===== src/rtl/adc_capture_ctrl_if.sv =====
// Register-bus interface of adc_capture_ctrl.
//   user_w_mem_8_wren  host -> ctrl  register write strobe
//   user_w_mem_8_data  host -> ctrl  register write data
//   user_mem_8_addr    host -> ctrl  register address (reads and writes)
//   user_r_mem_8_data  ctrl -> host  registered read data, one cycle latency
//   user_r_mem_8_empty ctrl -> host  always 0: read data is always available
interface adc_capture_ctrl_if;
    logic        user_w_mem_8_wren;
    logic [31:0] user_w_mem_8_data;
    logic [4:0]  user_mem_8_addr;
    logic [31:0] user_r_mem_8_data;
    logic        user_r_mem_8_empty;

    modport master (
        output user_w_mem_8_wren, user_w_mem_8_data, user_mem_8_addr,
        input  user_r_mem_8_data, user_r_mem_8_empty
    );

    modport slave (
        input  user_w_mem_8_wren, user_w_mem_8_data, user_mem_8_addr,
        output user_r_mem_8_data, user_r_mem_8_empty
    );
endinterface


===== src/rtl/adc_capture_ctrl.sv =====
// Two-channel ADC capture controller. The host arms a capture of SAMPLE_COUNT
// aligned samples; accepted samples are written to per-channel FIFOs, samples
// arriving while an enabled FIFO is full are dropped on both channels and flag
// a sticky overflow. After the capture the FIFOs drain, the enabled streams see
// end-of-file, and the controller idles once the host closes them.
//   bus_clk, trn_reset_n        clock, asynchronous active-low reset
//   bus                         register bus (adc_capture_ctrl_if.slave)
//   adc_valid                   one aligned 2-channel sample this cycle
//   chN_fifo_full/empty         capture FIFO flags
//   user_r_chN_read_open        host has stream N open
//   chN_fifo_wren               capture FIFO write enables (combinational)
//   user_r_chN_read_eof         stream end-of-file (registered)
//   capture_busy, overflow      status
// Registers: 0 CTRL (WO: en[1:0], arm, abort, clr_ovf), 1 SAMPLE_COUNT,
//            2 STATUS {mask, overflow, state}, 3 CAPTURED.
module adc_capture_ctrl #(
    parameter int unsigned CNT_W = 24
) (
    input  logic                bus_clk,
    input  logic                trn_reset_n,
    adc_capture_ctrl_if.slave   bus,
    input  logic                adc_valid,
    input  logic                ch1_fifo_full,
    input  logic                ch2_fifo_full,
    input  logic                ch1_fifo_empty,
    input  logic                ch2_fifo_empty,
    input  logic                user_r_ch1_read_open,
    input  logic                user_r_ch2_read_open,
    output logic                ch1_fifo_wren,
    output logic                ch2_fifo_wren,
    output logic                user_r_ch1_read_eof,
    output logic                user_r_ch2_read_eof,
    output logic                capture_busy,
    output logic                overflow
);
    typedef enum logic [2:0] {
        ST_IDLE    = 3'd0,
        ST_ARMED   = 3'd1,
        ST_CAPTURE = 3'd2,
        ST_DRAIN   = 3'd3,
        ST_DONE    = 3'd4
    } state_e;

    // Reset asserts asynchronously but releases two clocks after trn_reset_n rises.
    logic [1:0] rst_sync_q;
    logic       rst_n;

    // NOTE: sequential state uses non-blocking assignments so every flop samples pre-edge values.
    always_ff @(posedge bus_clk or negedge trn_reset_n) begin
        if (!trn_reset_n) rst_sync_q <= 2'b00;
        else              rst_sync_q <= {rst_sync_q[0], 1'b1};
    end
    assign rst_n = rst_sync_q[1];

    state_e           state_q, state_d;
    logic [1:0]       mask_q, mask_d;
    logic [CNT_W-1:0] sample_count_q, sample_count_d;
    logic [CNT_W-1:0] captured_q, captured_d;
    logic             overflow_q, overflow_d;
    logic [1:0]       eof_q, eof_d;
    logic [1:0]       open_q;
    logic [31:0]      rdata_q, rdata_d;

    logic [1:0] fifo_full, fifo_empty, read_open;
    assign fifo_full  = {ch2_fifo_full, ch1_fifo_full};
    assign fifo_empty = {ch2_fifo_empty, ch1_fifo_empty};
    assign read_open  = {user_r_ch2_read_open, user_r_ch1_read_open};

    logic wr_ctrl, wr_count, arm_req, abort_req, clr_ovf;
    assign wr_ctrl   = bus.user_w_mem_8_wren && (bus.user_mem_8_addr == 5'd0);
    assign wr_count  = bus.user_w_mem_8_wren && (bus.user_mem_8_addr == 5'd1);
    assign arm_req   = wr_ctrl && bus.user_w_mem_8_data[2];
    assign abort_req = wr_ctrl && bus.user_w_mem_8_data[3];
    assign clr_ovf   = wr_ctrl && bus.user_w_mem_8_data[4];

    // Write data above the counter width carries nothing.
    logic unused_wdata_hi;
    assign unused_wdata_hi = ^bus.user_w_mem_8_data[31:CNT_W];

    logic full_any, accept, drop, last_sample;
    assign full_any    = |(mask_q & fifo_full);
    assign accept      = (state_q == ST_CAPTURE) && adc_valid && !full_any;
    assign drop        = (state_q == ST_CAPTURE) && adc_valid && full_any;
    assign last_sample = accept && ((captured_q + CNT_W'(1)) == sample_count_q);

    // NOTE: every always_comb output gets a default first, so no path can infer a latch.
    always_comb begin
        state_d        = state_q;
        mask_d         = mask_q;
        captured_d     = captured_q;
        sample_count_d = sample_count_q;
        overflow_d     = overflow_q;
        rdata_d        = 32'd0;

        if (accept && (captured_q != {CNT_W{1'b1}})) captured_d = captured_q + CNT_W'(1);

        // A drop in the same cycle as a clear leaves the flag set.
        if (drop)         overflow_d = 1'b1;
        else if (clr_ovf) overflow_d = 1'b0;

        if (wr_count && (state_q == ST_IDLE))
            sample_count_d = bus.user_w_mem_8_data[CNT_W-1:0];

        unique case (state_q)
            ST_IDLE: begin
                if (arm_req && !abort_req && (bus.user_w_mem_8_data[1:0] != 2'b00)
                    && (sample_count_q != '0)) begin
                    state_d = ST_ARMED;
                    mask_d  = bus.user_w_mem_8_data[1:0];
                end
            end
            ST_ARMED: begin
                // A stream that was open and closed again ends the capture early.
                if (abort_req)                             state_d = ST_IDLE;
                else if (|(mask_q & open_q & ~read_open))  state_d = ST_DRAIN;
                else if ((mask_q & read_open) == mask_q) begin
                    state_d    = ST_CAPTURE;
                    captured_d = '0;
                end
            end
            ST_CAPTURE: begin
                if (abort_req || |(mask_q & ~read_open) || last_sample) state_d = ST_DRAIN;
            end
            ST_DRAIN: begin
                if ((mask_q & ~fifo_empty) == 2'b00) state_d = ST_DONE;
            end
            ST_DONE: begin
                if ((mask_q & read_open) == 2'b00) state_d = ST_IDLE;
            end
            default: state_d = ST_IDLE;
        endcase

        eof_d = (state_d == ST_DONE) ? mask_q : 2'b00;

        case (bus.user_mem_8_addr)
            5'd1:    rdata_d = 32'(sample_count_q);
            5'd2:    rdata_d = {26'd0, mask_q, overflow_q, state_q};
            5'd3:    rdata_d = 32'(captured_q);
            default: rdata_d = 32'd0;
        endcase
    end

    always_ff @(posedge bus_clk or negedge rst_n) begin
        if (!rst_n) begin
            state_q        <= ST_IDLE;
            mask_q         <= 2'b00;
            sample_count_q <= '0;
            captured_q     <= '0;
            overflow_q     <= 1'b0;
            eof_q          <= 2'b00;
            open_q         <= 2'b00;
            rdata_q        <= 32'd0;
        end else begin
            state_q        <= state_d;
            mask_q         <= mask_d;
            sample_count_q <= sample_count_d;
            captured_q     <= captured_d;
            overflow_q     <= overflow_d;
            eof_q          <= eof_d;
            open_q         <= read_open;
            rdata_q        <= rdata_d;
        end
    end

    assign ch1_fifo_wren          = accept && mask_q[0];
    assign ch2_fifo_wren          = accept && mask_q[1];
    assign user_r_ch1_read_eof    = eof_q[0];
    assign user_r_ch2_read_eof    = eof_q[1];
    assign capture_busy           = (state_q != ST_IDLE);
    assign overflow               = overflow_q;
    assign bus.user_r_mem_8_data  = rdata_q;
    assign bus.user_r_mem_8_empty = 1'b0;
endmodule

===== src/flat_wrapper.sv =====
// flat-port wrapper written by rule: the top's interface ports become plain ports
module adc_capture_ctrl_flat 
#(
    parameter int unsigned CNT_W = 24
)
  (bus_clk, trn_reset_n, adc_valid, ch1_fifo_full, ch2_fifo_full, ch1_fifo_empty, ch2_fifo_empty, user_r_ch1_read_open, user_r_ch2_read_open, ch1_fifo_wren, ch2_fifo_wren, user_r_ch1_read_eof, user_r_ch2_read_eof, capture_busy, overflow, bus_user_w_mem_8_wren, bus_user_w_mem_8_data, bus_user_mem_8_addr, bus_user_r_mem_8_data, bus_user_r_mem_8_empty);
  adc_capture_ctrl_if bus_i ();
  input  logic bus_clk;
  input  logic trn_reset_n;
  input  logic adc_valid;
  input  logic ch1_fifo_full;
  input  logic ch2_fifo_full;
  input  logic ch1_fifo_empty;
  input  logic ch2_fifo_empty;
  input  logic user_r_ch1_read_open;
  input  logic user_r_ch2_read_open;
  output logic ch1_fifo_wren;
  output logic ch2_fifo_wren;
  output logic user_r_ch1_read_eof;
  output logic user_r_ch2_read_eof;
  output logic capture_busy;
  output logic overflow;
  input wire logic [$bits(bus_i.user_w_mem_8_wren)-1:0] bus_user_w_mem_8_wren;
  input wire logic [$bits(bus_i.user_w_mem_8_data)-1:0] bus_user_w_mem_8_data;
  input wire logic [$bits(bus_i.user_mem_8_addr)-1:0] bus_user_mem_8_addr;
  output wire logic [$bits(bus_i.user_r_mem_8_data)-1:0] bus_user_r_mem_8_data;
  output wire logic [$bits(bus_i.user_r_mem_8_empty)-1:0] bus_user_r_mem_8_empty;
  assign bus_i.user_w_mem_8_wren = bus_user_w_mem_8_wren;
  assign bus_i.user_w_mem_8_data = bus_user_w_mem_8_data;
  assign bus_i.user_mem_8_addr = bus_user_mem_8_addr;
  assign bus_user_r_mem_8_data = bus_i.user_r_mem_8_data;
  assign bus_user_r_mem_8_empty = bus_i.user_r_mem_8_empty;
  adc_capture_ctrl #(.CNT_W(CNT_W)) u_core (.bus_clk(bus_clk), .trn_reset_n(trn_reset_n), .bus(bus_i), .adc_valid(adc_valid), .ch1_fifo_full(ch1_fifo_full), .ch2_fifo_full(ch2_fifo_full), .ch1_fifo_empty(ch1_fifo_empty), .ch2_fifo_empty(ch2_fifo_empty), .user_r_ch1_read_open(user_r_ch1_read_open), .user_r_ch2_read_open(user_r_ch2_read_open), .ch1_fifo_wren(ch1_fifo_wren), .ch2_fifo_wren(ch2_fifo_wren), .user_r_ch1_read_eof(user_r_ch1_read_eof), .user_r_ch2_read_eof(user_r_ch2_read_eof), .capture_busy(capture_busy), .overflow(overflow));
endmodule

===== config.mk =====
export PLATFORM = sky130hd
export DESIGN_NAME = adc_capture_ctrl_flat
export DESIGN_NICKNAME = d
export VERILOG_FILES = /design/src/rtl/adc_capture_ctrl_if.sv /design/src/rtl/adc_capture_ctrl.sv /design/src/flat_wrapper.sv
export SDC_FILE = /design/constraint.sdc
export NUM_CORES = 1
export LEC_CHECK = 0
export CORE_AREA = 5 5 120 122
export CTS_CLUSTER_SIZE = 20
export DETAILED_ROUTE_END_ITERATION = 8
export DIE_AREA = 0 0 125 127
export GPL_TIMING_DRIVEN = 0
export SLEW_MARGIN = 20
export SYNTH_ARGS = -nofsm -noshare
export SYNTH_HDL_FRONTEND = slang
export SYNTH_SLANG_ARGS = --single-unit

===== constraint.sdc =====
create_clock -name bus_clk -period 5.8 [get_ports bus_clk]
set_input_delay 1.16 -clock bus_clk [delete_from_list [all_inputs] [get_ports bus_clk]]
set_output_delay 1.16 -clock bus_clk [all_outputs]
set_load 0.02 [all_outputs]

==> impl_metrics.env, run 1 <==
export IMPL_ant_nets=0
export IMPL_hold_path_class="reg -> async"
export IMPL_finalSetupViolCount=0
export IMPL_cp_end_kind="primary output"
export IMPL_seqPwrFrac_pct=43.7
export IMPL_vias=3440
export IMPL_die_h_um=127
export IMPL_power_density_mw_per_mm2=292
export IMPL_cellLeakagePower_uw=0.00250
export IMPL_power_frac_comb_pct=23.1
export IMPL_finalHoldViolations=0
export IMPL_finalMaxSlewViolations=0
export IMPL_reg2reg_depth=8
export IMPL_rows=42
export IMPL_synth_ff_type="dfrtp_1"
export IMPL_finish_utilization_pct=44.0
export IMPL_cp_arrival_ns=3.30
export IMPL_start_util_pct=34.4
export IMPL_cp_required_ns=4.64
export IMPL_sw_frac_of_total_pct=30.1
export IMPL_firstDrtPassIters=5
export IMPL_syn_inst=446
export IMPL_synth_compound_area_share_pct=6.32
export IMPL_worstReg2RegStart="u_core.captured_q[0]"
export IMPL_nFillCells=1259
export IMPL_muxShareOfSynthArea_pct=11.4
export IMPL_async_flop_share_pct=100
export IMPL_drc_errors=0
export IMPL_area_delta_synth_final_pct=27.9
export IMPL_synth_edf_count=0
export IMPL_synth_area_mm2=0.00450
export IMPL_portBuffers=67
export IMPL_cts_setup_buffers=0
export IMPL_clk_pin_slew_ns=0.06
export IMPL_cts_tree="done"
export IMPL_skew_ns=0.00723
export IMPL_drive_above_1_share_pct=13.0
export IMPL_clock_latency_ns=0.35
export IMPL_power_switching_uw=504
export IMPL_pwr_share_clk_pct=33.2
export IMPL_start_kind="input port"
export IMPL_grt_max_degree=44
export IMPL_status="completed"
export IMPL_viasPerCell=4.82
export IMPL_p_int_uw=1170
export IMPL_detail_route_wl_per_cell_um=15.9
export IMPL_critPathMaxFanout=5
export IMPL_tightest_slew_ns=0.889
export IMPL_place_hpwl_um=8500
export IMPL_synthAdderAreaFrac_pct=0.278
export IMPL_n_antenna_cell=0
export IMPL_grt_pass1_wl_um=18800
export IMPL_wirelength_um=11300
export IMPL_numClockSinks=84
export IMPL_rsz0062_at_grt="false"
export IMPL_dieArea_mm2=0.0159
export IMPL_pin_count=86
export IMPL_relSlewSlack_pct=40.2
export IMPL_nets=581
export IMPL_yosysWarnings=0
export IMPL_post_cts_resized=0
export IMPL_max_vdd_ir_drop_mv=0.136
export IMPL_crit_start="adc_valid"
export IMPL_synth_avg_cell_area_um2=10.1
export IMPL_globalplace_congestion=0.950
export IMPL_cts_made_buffers=9
export IMPL_cts_max_level=3
export IMPL_max_clock_freq_ghz=0.224
export IMPL_grt_pass1_vias=3613
export IMPL_cap_violations=0
export IMPL_fin_crit_ns=4.46
export IMPL_fin_setup_tns_ns=0
export IMPL_yosysUniqueCellTypes=52
export IMPL_antenna_found_initial=0
export IMPL_drt_iter0_drc=208
export IMPL_die_x_um=125
export IMPL_ctsHoldBuffers=0
export IMPL_grt_usage_pct=14.8
export IMPL_cts_buffer_depth=2
export IMPL_path_class="in -> out"
export IMPL_synth_xor_area_share_pct=11.5
export IMPL_period_share_pct=76.9
export IMPL_coreArea_mm2=0.0131
export IMPL_grt_ovfl_total=0
export IMPL_yosysSeqAreaShare_pct=46.8
export IMPL_synth_top_family_by_area="simple AND/OR/NAND/NOR gates"
export IMPL_root_buffer="clkbuf_16"
export IMPL_ys_ff_latch=84
export IMPL_synth_simple_area_share_pct=18.6
[area by class of cell]
class                   count  area (um^2)  share of cell area, %
multi-input cells         329         2220                   38.5
inverters                   8         30.0                  0.522
repair buffers             68          691                   12.0
clock inverters             1         5.00                 0.0870
well taps                 176          220                   3.83
flip-flops and latches     84         2110                   36.6
clock buffers              15          288                   5.00
plain buffers              33          195                   3.39
[critical path, stage by stage]
cell	delay, ns
clkdlybuf4s50_1	0.44
nor4bb_1	0.32
nor2b_1	0.55
and2_1	0.22
clkdlybuf4s50_1	0.60
[kinds of logic (layout without fill, tap and decap cells)]
kind of cell / after synthesis / in the layout
and+or+nand+nor: 172 / 172
DFF: 84 / 84
xor gates and xnor gates: 58 / 58
muxes: 48 / 48
buffers and inverters: 41 / 125
AOI/OAI and AO/OA: 40 / 40
other: 2 / 10
adders and majority gates: 1 / 1
[state kept, by name, summed over array words and instances (netlist names)]
register / cells
u_core.eof_q: 2
u_core.bus.user_r_mem_8_data: 24
u_core.sample_count_q: 24
u_core.overflow: 1
u_core.rst_sync_q: 2
u_core.mask_q: 2
u_core.captured_q: 24
u_core.state_q: 3
u_core.open_q: 2
[final timing paths]
check	slack, ns	to
setup / recovery	1.34	ch1_fifo_wren
hold / removal	0.32	u_core.bus.user_r_mem_8_data[20]
setup reg to reg	2.87	u_core.state_q[0]
hold reg to reg	0.32	u_core.bus.user_r_mem_8_data[20]
max in group asynchronous	4.70	u_core.rst_sync_q[1]
min in group bus_clk	0.35	u_core.rst_sync_q[1]
[cells in the final DEF, fill, tap and decap left out, drive strengths merged, types with 8 or more instances in the layout]
cell           instances
and3                   8
buf                   16
clkbuf                33
clkdlybuf4s50         67
conb                  10
dfrtp                 84
inv                    8
mux2                  26
mux2i                 22
nand2                 43
nand3                 16
nand4                  8
nor2                  57
nor4                  12
o21ai                 14
xnor2                 31
xor2                  27
[synth_stat cells (2+ instances only)]
library cell,n,area (um^2)
dfrtp_1,84,2100
nor2_1,57,214
nand2_1,43,161
xnor2_1,30,263
xor2_1,27,236
mux2_2,26,293
mux2i_1,22,220
nand3_1,16,80.1
clkbuf_1,15,56.3
o21ai_0,14,70.1
nor4_1,12,75.1
buf_4,11,82.6
inv_1,8,30.0
and3_1,7,43.8
nand4_1,7,43.8
nor3_1,7,35.0
a22o_1,6,52.6
nor2b_1,6,37.5
a21oi_1,4,20.0
and2_1,3,18.8
nand2b_1,3,18.8
a22oi_1,2,15.0
a31oi_1,2,12.5
buf_1,2,7.51
clkbuf_8,2,27.5
conb_1,2,7.51
o2111ai_1,2,17.5
o211ai_1,2,15.0
[per-stage QoR]
step / std cells / setup slack [ns] / instance area, um^2 / power [uW] / hold WS [ns]
after floorplan: 454 / 2.68 / 4530 / 988 / 0.331
after global placement: 697 / 1.34 / 5420 / 1120 / 0.337
after detailed placement: 698 / 1.37 / 5440 / 1130 / 0.341
after CTS: 714 / 1.36 / 5730 / 1700 / 0.348
after global routing: 714 / 1.28 / 5750 / 1770 / 0.377
final: 714 / 1.34 / 5750 / 1680 / 0.319
[routing by layer]
layer	vias up	wire [um]	global-route usage (%)
met3	15	592	4.26
li1	1685	-	-
met4	0	184	5.29
met1	1637	5620	20.6
met5	-	0	0
met2	103	4950	22.1
[power groups by stage]
stage               Clock (uW)  Sequential (uW)  Combinational [uW]
global placement             0              749                 370
floorplan                    0              721                 268
CTS                        577              736                 389
detailed placement           0              747                 386
finish                     557              734                 387
global route               599              748                 424
Power figures use the tool's default switching activity.
==> run 2, diff against run 1 <==
clock period = 4.6 ns   (was 5.8 ns; I/O delays follow)
==> results of run 2 <==
The final DEF is identical to that of run 1. Status: completed.
Among the figures that moved: setup slack after placement 1.37 ns -> 0.651 ns; setup slack after layout 1.34 ns -> 0.620 ns; register-to-register setup slack 2.87 ns -> 1.67 ns; total power 1680 uW -> 2120 uW; worst IR drop on VDD 0.136 mV -> 0.172 mV
==> run 3, diff against run 2 <==
REMOVE_ABC_BUFFERS = 1   (was not set)
SETUP_SLACK_MARGIN = 0.02   (was not set)
==> run 3 against run 2 <==
  * Utilization is 0.39 points lower
  * Via count is 1.4% lower
  * Non-clock buffer count is 26 lower
  * Sequential share of layout area is 0.33 points higher
==> impl_metrics.env, run 3 (synthesis gave the netlist of run 1 again) <==
export IMPL_clock_latency_ns=0.34
export IMPL_finalSetupViolCount=0
export IMPL_grt_pass1_wl_um=18200
export IMPL_numClockSinks=84
export IMPL_critPathMaxFanout=5
export IMPL_wirelength_um=10800
export IMPL_n_antenna_cell=0
export IMPL_drive_above_1_share_pct=11.9
export IMPL_pin_count=86
export IMPL_status="completed"
export IMPL_cp_end_kind="primary output"
export IMPL_drt_iter0_drc=169
export IMPL_cts_tree="done"
export IMPL_die_x_um=125
export IMPL_final_cells=688
export IMPL_antenna_found_initial=0
export IMPL_post_cts_resized=0
export IMPL_clk_pin_slew_ns=0.07
export IMPL_finalMaxSlewViolations=0
export IMPL_finalHoldViolations=0
export IMPL_dieArea_mm2=0.0159
export IMPL_vias=3392
export IMPL_skew_ns=0.00670
export IMPL_grt_pass1_vias=3540
export IMPL_ctsHoldBuffers=0
export IMPL_globalplace_congestion=0.849
export IMPL_rsz0062_at_grt="false"
export IMPL_max_clock_freq_ghz=0.250
export IMPL_cts_made_buffers=9
export IMPL_detail_route_wl_per_cell_um=15.7
export IMPL_cap_violations=0
export IMPL_firstDrtPassIters=4
export IMPL_crit_start="adc_valid"
export IMPL_cp_required_ns=3.68
export IMPL_p_total_uw=2270
export IMPL_tightest_slew_ns=1.01
export IMPL_stdcell_area_mm2=0.00570
export IMPL_hold_path_class="reg -> async"
export IMPL_cts_setup_buffers=0
export IMPL_period_share_pct=86.9
export IMPL_portBuffers=68
export IMPL_root_buffer="clkbuf_16"
export IMPL_relSlewSlack_pct=32.3
export IMPL_worstReg2RegStart="u_core.captured_q[0]"
export IMPL_cts_buffer_depth=2
export IMPL_path_class="in -> out"
export IMPL_place_hpwl_um=8030
export IMPL_placed_area_mm2=0.00534
export IMPL_grt_max_degree=45
export IMPL_layout_commonest_cell="dfrtp_1"
export IMPL_rows=42
export IMPL_cts_max_level=3
export IMPL_nets=555
export IMPL_cellLeakagePower_uw=0.00246
export IMPL_ant_nets=0
export IMPL_viasPerCell=4.93
export IMPL_fin_crit_ns=4.00
export IMPL_grt_usage_pct=14.2
export IMPL_hold_slack_ns=0.297
export IMPL_dp_cells=672
export IMPL_nFillCells=1250
export IMPL_fin_setup_tns_ns=0
export IMPL_die_h_um=127
export IMPL_grt_ovfl_total=0
export IMPL_start_kind="input port"
export IMPL_coreArea_mm2=0.0131
export IMPL_cp_arrival_ns=3.08
export IMPL_final_cell_mix="83 x dfrtp_1, 67 x clkdlybuf4s50_1, 57 x nor2_1"
export IMPL_area_delta_synth_final_pct=26.8
export IMPL_start_util_pct=34.4
export IMPL_power_density_mw_per_mm2=398
export IMPL_drc_errors=0
export IMPL_max_vdd_ir_drop_mv=0.171
run 3: cell types whose count changed in the layout (fill, tap and decap cells not counted), sizes merged:
cell      previous run  this run
buf                 16         8
bufinv               0         4
clkbuf              33        10
clkinvlp             0         1
run 3: metal layers:
| layer | part of all wire (%) | global-route usage, % | wire length, um |
|---|---|---|---|
| met4 | 2.2 | 5.10 | 233 |
| met2 | 45 | 21.8 | 4880 |
| met5 | 0 | 0 | 0 |
| met1 | 47 | 19.5 | 5140 |
| met3 | 5.4 | 3.76 | 580 |
run 3: power breakdown:
| part | switching [uW] | internal [uW] |
|---|---|---|
| Clock | 300 | 587 |
| Sequential | 136 | 815 |
| Combinational | 212 | 221 |
run 3: path summary, 6_finish.rpt:
kind	end	slack, ns	cells after the start
min in group bus_clk	u_core.rst_sync_q[1]	0.35	0
max in group asynchronous	u_core.bus.user_r_mem_8_data[6]	3.71	1
setup reg to reg	u_core.state_q[0]	1.62	8
hold reg to reg	u_core.captured_q[20]	0.30	0
setup / recovery	ch2_fifo_wren	0.60	5
hold / removal	u_core.captured_q[20]	0.30	0
run 3: area by class of cell:
type	instances	area [um^2]	share of cell area, %
Sequential cell	84	2110	36.9
Clock buffer	10	229	4.02
Inverter	8	30.0	0.527
Timing Repair Buffer	75	768	13.5
Clock inverter	6	136	2.39
Multi-Input combinational cell	329	2210	38.8
Tap cell	176	220	3.86
run 3: stage by stage:
step,util [%],worst slack [ns]
floorplan,-,1.16
global route,43.6,0.497
detailed placement,40.8,0.649
finish,43.6,0.602
CTS,43.6,0.628
global placement,40.0,-1.94
run 3: critical path: stages:
cell             delay [ns]
clkdlybuf4s50_1        0.44
nor4bb_1               0.33
nor2b_1                0.56
and2_1                 0.21
clkdlybuf4s50_1        0.61
